--- config.mk ---
export PLATFORM = sky130hd
export DESIGN_NAME = nv_nvdla_sdp_nrdma_ig_rd_req
export DESIGN_NICKNAME = d
export VERILOG_FILES = /design/src/rtl/nv_nvdla_sdp_nrdma_pkg.sv /design/src/rtl/nv_nvdla_sdp_nrdma_credit_cnt.sv /design/src/rtl/nv_nvdla_sdp_nrdma_ig_rd_req.sv
export SDC_FILE = /design/constraint.sdc
export NUM_CORES = 1
export LEC_CHECK = 0
export BUFFER_PORTS_ARGS = -buffer_cell sky130_fd_sc_hd__buf_2
export CORE_MARGIN = 2
export CORE_UTILIZATION = 40
export DETAILED_ROUTE_END_ITERATION = 8
export PLACE_DENSITY_LB_ADDON = 0.05
export SETUP_SLACK_MARGIN = 0.1
export SLEW_MARGIN = 20
export SYNTH_ARGS = -nofsm -noshare
export SYNTH_HDL_FRONTEND = slang
export SYNTH_SLANG_ARGS = --single-unit
--- constraint.sdc ---
create_clock -name nvdla_core_clk -period 6.73 [get_ports nvdla_core_clk]
set_clock_uncertainty 0.1 [all_clocks]
set_input_delay 1.0095 -clock nvdla_core_clk [delete_from_list [all_inputs] [get_ports nvdla_core_clk]]
set_output_delay 1.0095 -clock nvdla_core_clk [all_outputs]
set_load 0.005 [all_outputs]
--- src/rtl/nv_nvdla_sdp_nrdma_pkg.sv ---
// Shared constants and FSM encoding for the SDP NRDMA ingress read path.
// Imported by the read-request generator and its helpers.
package nv_nvdla_sdp_nrdma_pkg;

    localparam int ATOM_LOG2       = 5;
    localparam int DMA_RD_REQ_PD_W = 64 + 15;

    typedef enum logic {
        IDLE  = 1'b0,
        ISSUE = 1'b1
    } state_e;

endpackage

--- src/rtl/nv_nvdla_sdp_nrdma_credit_cnt.sv ---
// Response-buffer credit counter: subtracts on request load, adds one per popped atom.
// A return with the counter already full and nothing loading is dropped and flagged sticky.
module nv_nvdla_sdp_nrdma_credit_cnt #(
    parameter int DEPTH = 256,
    parameter int CNT_W = $clog2(DEPTH) + 1
) (
    input  logic             clk_i,
    input  logic             rst_i,
    input  logic             dec_en_i,
    input  logic [CNT_W-1:0] dec_amt_i,
    input  logic             inc_i,
    output logic [CNT_W-1:0] cnt_o,
    output logic             err_o
);

    logic [CNT_W-1:0] cnt_q, cnt_d;
    logic             err_q, err_d;

    // A load always leaves room for a same-cycle return, so only the no-load path can overflow.
    always_comb begin
        cnt_d = cnt_q;
        err_d = err_q;
        if (dec_en_i) begin
            cnt_d = cnt_q - dec_amt_i + CNT_W'(inc_i);
        end else if (inc_i) begin
            if (cnt_q == CNT_W'(DEPTH)) begin
                err_d = 1'b1;
            end else begin
                cnt_d = cnt_q + CNT_W'(1);
            end
        end
    end

    always_ff @(posedge clk_i) begin
        if (rst_i) begin
            cnt_q <= CNT_W'(DEPTH);
            err_q <= 1'b0;
        end else begin
            cnt_q <= cnt_d;
            err_q <= err_d;
        end
    end

    assign cnt_o = cnt_q;
    assign err_o = err_q;

endmodule

--- src/rtl/nv_nvdla_sdp_nrdma_ig_rd_req.sv ---
// SDP NRDMA ingress read-request generator: splits one atom-range command into
// window-aligned DMA read bursts, each gated on free response-buffer credits.
module nv_nvdla_sdp_nrdma_ig_rd_req #(
    parameter  int ADDR_W       = 64,
    parameter  int SIZE_W       = 15,
    parameter  int ATOM_LOG2    = nv_nvdla_sdp_nrdma_pkg::ATOM_LOG2,
    parameter  int MAX_BURST    = 8,
    parameter  int CREDIT_DEPTH = 256,
    localparam int CNT_W        = $clog2(CREDIT_DEPTH) + 1
) (
    input  logic                     nvdla_core_clk,
    input  logic                     nvdla_core_rst,
    input  logic                     cmd_vld,
    output logic                     cmd_rdy,
    input  logic [ADDR_W-1:0]        cmd_addr,
    input  logic [SIZE_W-1:0]        cmd_size,
    output logic                     dma_rd_req_vld,
    input  logic                     dma_rd_req_rdy,
    output logic [ADDR_W+SIZE_W-1:0] dma_rd_req_pd,
    input  logic                     rsp_credit_ret,
    output logic [CNT_W-1:0]         credit_cnt,
    output logic                     credit_err,
    output logic                     idle
);

    import nv_nvdla_sdp_nrdma_pkg::*;

    localparam int MB_LOG2 = $clog2(MAX_BURST);
    localparam int BURST_W = MB_LOG2 + 1;
    localparam int REM_W   = SIZE_W + 1;
    localparam int PD_W    = ADDR_W + SIZE_W;

    state_e             state_q, state_d;
    logic [ADDR_W-1:0]  cur_addr_q, cur_addr_d;
    logic [REM_W-1:0]   remain_q, remain_d;
    logic               req_vld_q, req_vld_d;
    logic [PD_W-1:0]    req_pd_q, req_pd_d;

    logic [MB_LOG2-1:0] win_off;
    logic [BURST_W-1:0] window;
    logic [BURST_W-1:0] burst;
    logic               slot_free;
    logic               credit_ok;
    logic               load;
    logic [ATOM_LOG2-1:0] addr_lsb_unused;

    assign addr_lsb_unused = cmd_addr[ATOM_LOG2-1:0];

    // Atoms left before the next MAX_BURST-aligned boundary caps the burst.
    assign win_off   = cur_addr_q[ATOM_LOG2 +: MB_LOG2];
    assign window    = BURST_W'(MAX_BURST) - BURST_W'(win_off);
    assign burst     = (remain_q < REM_W'(window)) ? BURST_W'(remain_q) : window;
    assign slot_free = !req_vld_q || dma_rd_req_rdy;
    assign credit_ok = credit_cnt >= CNT_W'(burst);
    assign load      = (state_q == ISSUE) && slot_free && credit_ok;

    always_comb begin
        state_d    = state_q;
        cur_addr_d = cur_addr_q;
        remain_d   = remain_q;
        req_vld_d  = req_vld_q;
        req_pd_d   = req_pd_q;

        if (req_vld_q && dma_rd_req_rdy) begin
            req_vld_d = 1'b0;
        end

        case (state_q)
            IDLE: begin
                if (cmd_vld) begin
                    cur_addr_d = {cmd_addr[ADDR_W-1:ATOM_LOG2], {ATOM_LOG2{1'b0}}};
                    remain_d   = REM_W'(cmd_size) + REM_W'(1);
                    state_d    = ISSUE;
                end
            end
            ISSUE: begin
                if (load) begin
                    req_vld_d  = 1'b1;
                    req_pd_d   = {SIZE_W'(burst - BURST_W'(1)), cur_addr_q};
                    cur_addr_d = cur_addr_q + (ADDR_W'(burst) << ATOM_LOG2);
                    remain_d   = remain_q - REM_W'(burst);
                    if (remain_q == REM_W'(burst)) begin
                        state_d = IDLE;
                    end
                end
            end
            default: state_d = IDLE;
        endcase
    end

    always_ff @(posedge nvdla_core_clk) begin
        if (nvdla_core_rst) begin
            state_q    <= IDLE;
            cur_addr_q <= '0;
            remain_q   <= '0;
            req_vld_q  <= 1'b0;
            req_pd_q   <= '0;
        end else begin
            state_q    <= state_d;
            cur_addr_q <= cur_addr_d;
            remain_q   <= remain_d;
            req_vld_q  <= req_vld_d;
            req_pd_q   <= req_pd_d;
        end
    end

    nv_nvdla_sdp_nrdma_credit_cnt #(
        .DEPTH (CREDIT_DEPTH),
        .CNT_W (CNT_W)
    ) u_credit_cnt (
        .clk_i     (nvdla_core_clk),
        .rst_i     (nvdla_core_rst),
        .dec_en_i  (load),
        .dec_amt_i (CNT_W'(burst)),
        .inc_i     (rsp_credit_ret),
        .cnt_o     (credit_cnt),
        .err_o     (credit_err)
    );

    assign cmd_rdy        = (state_q == IDLE);
    assign dma_rd_req_vld = req_vld_q;
    assign dma_rd_req_pd  = req_pd_q;
    assign idle           = (state_q == IDLE) && !req_vld_q && (credit_cnt == CNT_W'(CREDIT_DEPTH));

endmodule

==> results of run 1 <==
==> per-layer routing <==
metal | share of wire [%] | global-route usage, %
met1 | 51 | 33.6
met2 | 43 | 34.7
met3 | 5.0 | 3.43
met4 | 1.3 | 5.78
met5 | 0 | 0
==> worst max-delay path: cells and delay by family (launching register included) <==
kind | cells | cell delay [ns]
simple gates | 5 | 1.41
compound gates | 6 | 2.08
buf+inv | 2 | 0.22
flops | 1 | 0.48
fa+ha+maj | 2 | 0.67
mux | 1 | 0.31
==> sequential cells by signal (all words and copies together), names as in the netlist <==
register	flops
dma_rd_req_vld	1
u_credit_cnt.err_o	1
remain_q	16
dma_rd_req_pd	64
cur_addr_q	59
state_q	1
u_credit_cnt.cnt_o	9
==> cell usage after synthesis (25+ instances only) <==
| cell type | count | area, sq um |
|---|---|---|
| nand2_1 | 195 | 732 |
| dfxtp_1 | 151 | 3020 |
| a21oi_1 | 120 | 601 |
| nor2_1 | 76 | 285 |
| nor3_1 | 43 | 215 |
| clkbuf_1 | 42 | 158 |
| inv_1 | 42 | 158 |
| nand3_1 | 38 | 190 |
| ha_1 | 34 | 425 |
| nand4_1 | 27 | 169 |
| a211oi_1 | 25 | 188 |
==> stage by stage <==
step | cells | cell area (sq um) | utilization, %
final | 1556 | 10300 | 47.5
after global routing | 1556 | 10300 | 47.5
after CTS | 1556 | 10300 | 47.5
after detailed placement | 1525 | 9770 | 44.9
after global placement | 1525 | 9770 | 44.9
after floorplan | 1153 | 8870 | -
==> power by group through the flow <==
stage | Combinational (mW) | Clock [mW] | Sequential (mW)
after floorplan | 0.935 | 0 | 1.12
after global placement | 1.24 | 0 | 1.15
after detailed placement | 1.24 | 0 | 1.15
after CTS | 1.25 | 0.965 | 1.13
after global routing | 1.40 | 1.00 | 1.16
final | 1.25 | 0.937 | 1.14
==> how the worst max path moves through the flow <==
stage / start / to
floorplan: cur_addr_q[5] / u_credit_cnt.cnt_o[8]
global placement: cur_addr_q[5] / cur_addr_q[52]
detailed placement: cur_addr_q[5] / cur_addr_q[52]
CTS: cur_addr_q[5] / cur_addr_q[52]
global route: cur_addr_q[5] / cur_addr_q[54]
finish: cur_addr_q[5] / cur_addr_q[52]
==> area by class of cell <==
type                            instances  area (sq um)
Timing Repair Buffer                  178           951
Sequential cell                       151          3020
Multi-Input combinational cell        873          5280
Clock buffer                           17           425
Fill cell                            2254         11400
Inverter                               43           164
Tap cell                              280           350
Clock inverter                         14           141
==> kinds of logic after synthesis <==
logic type	after synthesis
adder cells (fa/ha/maj)	37
multiplexers	14
buffers and inverters	129
flip-flops	151
AO/OA/AOI/OAI	317
AND/OR/NAND/NOR	467
XOR/XNOR	33
other	1
==> results by group, run 1 <==
Synth
  – Seq/Total Area, Yosys: 34.1%
  – Async S/R FF share, synth: 0%
  – XOR/XNOR Fraction of Synth Area: 3.35%
  – Multiplexer share of the synthesized area: 1.65%
  – Post-Syn Area: 8860 sq um
  – Yosys warning count: 0
  – Number of library cell types mapped by synthesis: 78
  – Cells after synthesis: 1149
  – Synth Area per Inst: 7.71 sq um
  – Post-synth EDFFs: 0
  – Adder-cell share of the synthesized area: 5.37%
  – Largest family of logic cells by synthesized area: simple AND/OR/NAND/NOR gates
  – Synth Register Bits: 151
  – Top_reg_cell synth: dfxtp_1
  – Compound-gate portion of the synthesized area: 23.4%
  – Post-Synth Simple-Gate Area: 25.3%

Status
  – Status: complete, no violations

STA
  – Slew Viols, Final: 0
  – Worst-Margin Slew: 0.979 ns
  – Aggregate negative setup slack: 0 ns
  – Fin. Hold Viols: 0
  – Worst setup margin: 1.36 ns
  – RSZ-0062 raised after global routing: false
  – Tcrit/Tclk final: 79.7%
  – FMAX: 0.186 GHz
  – Final setup viols: 0
  – Relative slew slack: 34.6%
  – Hold Slack: 0.350 ns
  – Period minus WS final: 5.37 ns

Global route
  – First-pass GRT wire length: 43.4 mm
  – Initial antenna violation count: 0
  – Largest net degree at the start of global routing: 69
  – Grt ovf: 0
  – Vias in the first global route: 8075
  – Overall routing resource usage: 22.8%

Min path
  – Hold Crit Depth: 2
  – Tightest Hold Check Type: flip-flop to flip-flop
  – Startpoint of the worst hold path: dma_rd_req_pd[28]
  – Hold worst-path end: dma_rd_req_pd[28]

Pwr
  – Worst IR drop on VDD: 0.182 mV
  – Power Total: 3.32 mW
  – Flop pwr share: 34.2%
  – Switching Share: 39.2%
  – Clk pwr share: 28.2%
  – Power Density: 322 nW/um^2
  – Pint: 2.02 mW
  – Comb power frac: 37.6%
  – Sw Pwr: 1.30 mW
  – Leakage dissipation: 4.05 nW

Layout
  – # diodes: 0
  – Share of cells above drive strength 1: 18.4%
  – Most common cell after layout, fill and taps aside: nand2_1
  – Area growth from synthesis to layout: 16.7%
  – Nets: 1384
  – Most frequent cells in the layout: nand2_1, buf_2, dfxtp_1

Die
  – Rows: 54
  – Die extent in x: 153 microns
  – # IOs: 176
  – Vert. Die Dim: 153 microns
  – CORE AREA: 21800 sq um
  – Total die area: 23400 sq um
  – Starting density of the core: 40.7%

Placed design
  – Port Buffers: 165
  – Post-place setup slack: 1.46 ns
  – Placer congestion estimate: 0.820
  – Placed wire-length estimate: 18.6 mm

Setup path
  – Worst Setup End Kind: flip-flop
  – FF-to-FF setup slack: 1.36 ns
  – Cell Chain, Critical Path: inv_1 > ha_1 > nor2b_1 > o2111ai_1 > and3_1 > nand2_1 > mux2i_1 > inv_1 > ha_1 > a21o_1 > a21oi_1 > o21bai_1 > nand4_1 > a2111oi_2 > nand2_1 > a32o_1
  – Reg2reg start: cur_addr_q[5]
  – Max FO, Critical Path: 8
  – Worst path required time: 6.96 ns
  – CP arrival: 5.59 ns
  – Worst Setup Path Type: flip-flop to flip-flop
  – Slowest cell on the critical path: a2111oi_2
  – FF-to-FF path depth: 16
  – CP max stage delay: 0.79 ns
  – RR Endpoint: cur_addr_q[52]
  – Startpoint Class: flip-flop

CTS
  – CTS max path bufs: 2
  – Later-pin clock latency in the skew report: 0.43 ns
  – Root Buffer: clkbuf_16
  – Post_cts resized: 0
  – Clock sinks: 151
  – Post-CTS setup buffer count: 0
  – Num CTS Buffers: 17
  – Worst-path clk slew: 0.07 ns
  – Cts hold-fix bufs: 0
  – CTS tree: built
  – H-tree levels: 4

Routing
  – Via count: 8753
  – Vias per std cell: 5.63
  – Drt first-iter violations: 535
  – DR DRC count: 0
  – Final ANT Viol Nets: 0
  – DRT Pass-1 Iters: 5
  – Wire per inst: 17.3 microns
  – Final wirelength: 26.9 mm

Flow run
  – Max-cap viol count: 0
No activity file was read; power rests on OpenSTA's default activity.
==> inputs of run 2 (changes only) <==
==> constraint.sdc (replaced) <==
create_clock -name nvdla_core_clk -period 4.4 [get_ports nvdla_core_clk]
set_clock_uncertainty 0.1 [all_clocks]
set_input_delay 0.66 -clock nvdla_core_clk [delete_from_list [all_inputs] [get_ports nvdla_core_clk]]
set_output_delay 0.66 -clock nvdla_core_clk [all_outputs]
set_load 0.005 [all_outputs]
==> run 2 against run 1 <==
- power up 69%
- hold slack improved by 0.00086 ns
- register-to-register slack worse by 1.1 ns
- wire length grew 2.6%
- die area is the same
- critical path depth is 4 higher
- final area up 8.5%
- worst setup slack worse by 1.1 ns
- cell count increased by 4.9%
- sequential share of layout area decreased by 2.3 points
- sequential power up 52%
- largest cell class unchanged
==> results by group, run 2 (same netlist as run 1, synthesis figures left out) <==
Placed design
  – Inst Count DP: 1590 (was 1525)
  – Post-place setup slack: 0.00338 ns (was 1.46 ns)
  – Placed cell areas: 10400 sq um (was 9770 sq um)
  – Placed wire-length estimate: 19.6 mm (was 18.6 mm)
  – Placer congestion estimate: 0.857 (was 0.820)
  – Port Buffers: 165 (unchanged)

Routing
  – Via count: 8910 (was 8753)
  – Drt first-iter violations: 674 (was 535)
  – Final wirelength: 27.6 mm (was 26.9 mm)
  – Final ANT Viol Nets: 0 (unchanged)
  – DR DRC count: 0 (unchanged)
  – Wire per inst: 16.9 microns (was 17.3 microns)
  – Vias per std cell: 5.46 (was 5.63)
  – DRT Pass-1 Iters: 5 (unchanged)

STA
  – Relative slew slack: 31.4% (was 34.6%)
  – Final setup viols: 0 (unchanged)
  – FMAX: 0.240 GHz (was 0.186 GHz)
  – Slew Viols, Final: 0 (unchanged)
  – Worst setup margin: 0.225 ns (was 1.36 ns)
  – Tcrit/Tclk final: 94.9% (was 79.7%)
  – Worst-Margin Slew: 1.03 ns (was 0.979 ns)
  – Aggregate negative setup slack: 0 ns (unchanged)
  – Period minus WS final: 4.18 ns (was 5.37 ns)
  – Fin. Hold Viols: 0 (unchanged)
  – RSZ-0062 raised after global routing: false (unchanged)

Setup path
  – Worst Setup Path Type: flip-flop to flip-flop (unchanged)
  – Worst path required time: 4.62 ns (was 6.96 ns)
  – Worst Setup End Kind: flip-flop (unchanged)
  – Startpoint Class: flip-flop (unchanged)
  – CP arrival: 4.40 ns (was 5.59 ns)
  – Max FO, Critical Path: 4 (was 8)
  – FF-to-FF path depth: 20 (was 16)

Pwr
  – Power Density: 499 nW/um^2 (was 322 nW/um^2)
  – Worst IR drop on VDD: 0.250 mV (was 0.182 mV)
  – Leakage dissipation: 4.49 nW (was 4.05 nW)

CTS
  – Root Buffer: clkbuf_16 (unchanged)
  – CTS max path bufs: 2 (unchanged)
  – Later-pin clock latency in the skew report: 0.44 ns (was 0.43 ns)
  – Clock sinks: 151 (unchanged)
  – H-tree levels: 4 (unchanged)
  – Num CTS Buffers: 17 (unchanged)
  – CTS tree: built (unchanged)
  – Worst-path clk slew: 0.07 ns (about the same)
  – Cts hold-fix bufs: 0 (unchanged)

Flow run
  – Max-cap viol count: 0 (unchanged)

Layout
  – Nets: 1459 (was 1384)
  – Share of cells above drive strength 1: 25.3% (was 18.4%)
  – Most common cell after layout, fill and taps aside: nand2_1 (unchanged)
  – Post-route cell area: 11200 sq um (was 10300 sq um)
  – Most frequent cells in the layout: nand2_1, buf_2, dfxtp_1 (unchanged)
  – # fillers: 2175 (was 2254)
  – Non-filler cells, final: 1632 (was 1556)
  – Area growth from synthesis to layout: 26.6% (was 16.7%)
  – # diodes: 0 (unchanged)
  – Number of flip-flops in the largest register: 64 (unchanged)
  – Reg area: 3030 sq um (was 3020 sq um)
  – Area of the multi-input gates: 5460 sq um (was 5280 sq um)

Die
  – Die extent in x: 153 microns (unchanged)
  – Total die area: 23400 sq um (unchanged)
  – CORE AREA: 21800 sq um (unchanged)
  – Starting density of the core: 40.7% (unchanged)
  – Rows: 54 (unchanged)
  – Vert. Die Dim: 153 microns (unchanged)
  – # IOs: 176 (unchanged)

Min path
  – Hold Crit Depth: 2 (unchanged)
  – Tightest Hold Check Type: flip-flop to flip-flop (unchanged)

Global route
  – Vias in the first global route: 8205 (was 8075)
  – Initial antenna violation count: 1 (was 0)
  – Largest net degree at the start of global routing: 85 (was 69)
  – Overall routing resource usage: 23.2% (was 22.8%)
  – First-pass GRT wire length: 44.4 mm (was 43.4 mm)
  – Grt ovf: 0 (unchanged)

Status
  – Status: complete, no violations (unchanged)
-- run 2: cell types whose count changed in the layout (fill, tap and decap cells not counted), moves of 3 or more --
cell | previous run | this run
a21oi_1 | 119 | 115
buf_12 | 2 | 11
ha_4 | 0 | 4
clkinvlp_4 | 4 | 1
inv_8 | 1 | 5
clkinv_4 | 4 | 1
a21oi_2 | 1 | 5
ha_1 | 34 | 29
buf_4 | 12 | 77
-- run 2: worst max-delay path, stage by stage (launching register included) --
cell,delay [ns]
dfxtp_2,0.34
or3_4,0.39
ha_4,0.32
o2111ai_4,0.13
and3_4,0.26
nand2_4,0.08
nor2_1,0.05
a21oi_2,0.13
inv_2,0.08
ha_4,0.27
inv_2,0.04
ha_4,0.15
fa_2,0.37
a21o_1,0.19
a21oi_2,0.14
nor2_1,0.07
o21ba_2,0.23
o41ai_2,0.30
xnor2_1,0.15
nor2_1,0.05
a211o_1,0.22
-- run 2: what timing repair did --
| action | CTS | global route |
|---|---|---|
| setup endpoints to repair | 17 | 148 |
| gates resized for setup | 4 | 32 |
| setup buffers | 0 | 10 |
| pin swaps | 0 | 19 |
-- run 2: final timing paths --
check        slack, ns              start                    end
max               0.22      cur_addr_q[6]  u_credit_cnt.cnt_o[8]
min               0.35  dma_rd_req_pd[18]      dma_rd_req_pd[18]
max reg2reg       0.22      cur_addr_q[6]  u_credit_cnt.cnt_o[8]
min reg2reg       0.35  dma_rd_req_pd[18]      dma_rd_req_pd[18]
-- run 2: where the power goes --
part / switching (mW) / internal (mW) / total, mW
sequential: 0.202 / 1.53 / 1.73
combinational: 1.27 / 1.11 / 2.38
clock: 0.715 / 0.776 / 1.49
total: 2.19 / 3.42 / 5.60
-- run 2: per-stage QoR --
| step | util, % | total power [mW] | hold WS [ns] |
|---|---|---|---|
| after CTS | 50.5 | 5.49 | 0.351 |
| after global routing | 51.6 | 5.96 | 0.368 |
| after floorplan | - | 3.16 | 0.344 |
| after global placement | 47.7 | 3.96 | 0.339 |
| final | 51.6 | 5.60 | 0.351 |
| after detailed placement | 47.7 | 3.97 | 0.341 |
-- run 2: per-layer routing --
metal	GRT usage [%]	vias to the layer above	wire length, microns
met5	0	-	0
met4	5.51	0	362
met3	4.11	24	1190
met2	34.6	211	11900
met1	34.7	4160	14100
li1	-	4515	-
-- run 2: cell type report --
| class | instances | share of cell area, % |
|---|---|---|
| clock buffers | 18 | 3.91 |
| clock inverters | 14 | 1.33 |
| inverters | 43 | 1.46 |
| multi-input cells | 873 | 48.7 |
| repair buffers | 253 | 14.5 |
| well taps | 280 | 3.12 |
| flip-flops and latches | 151 | 27.0 |
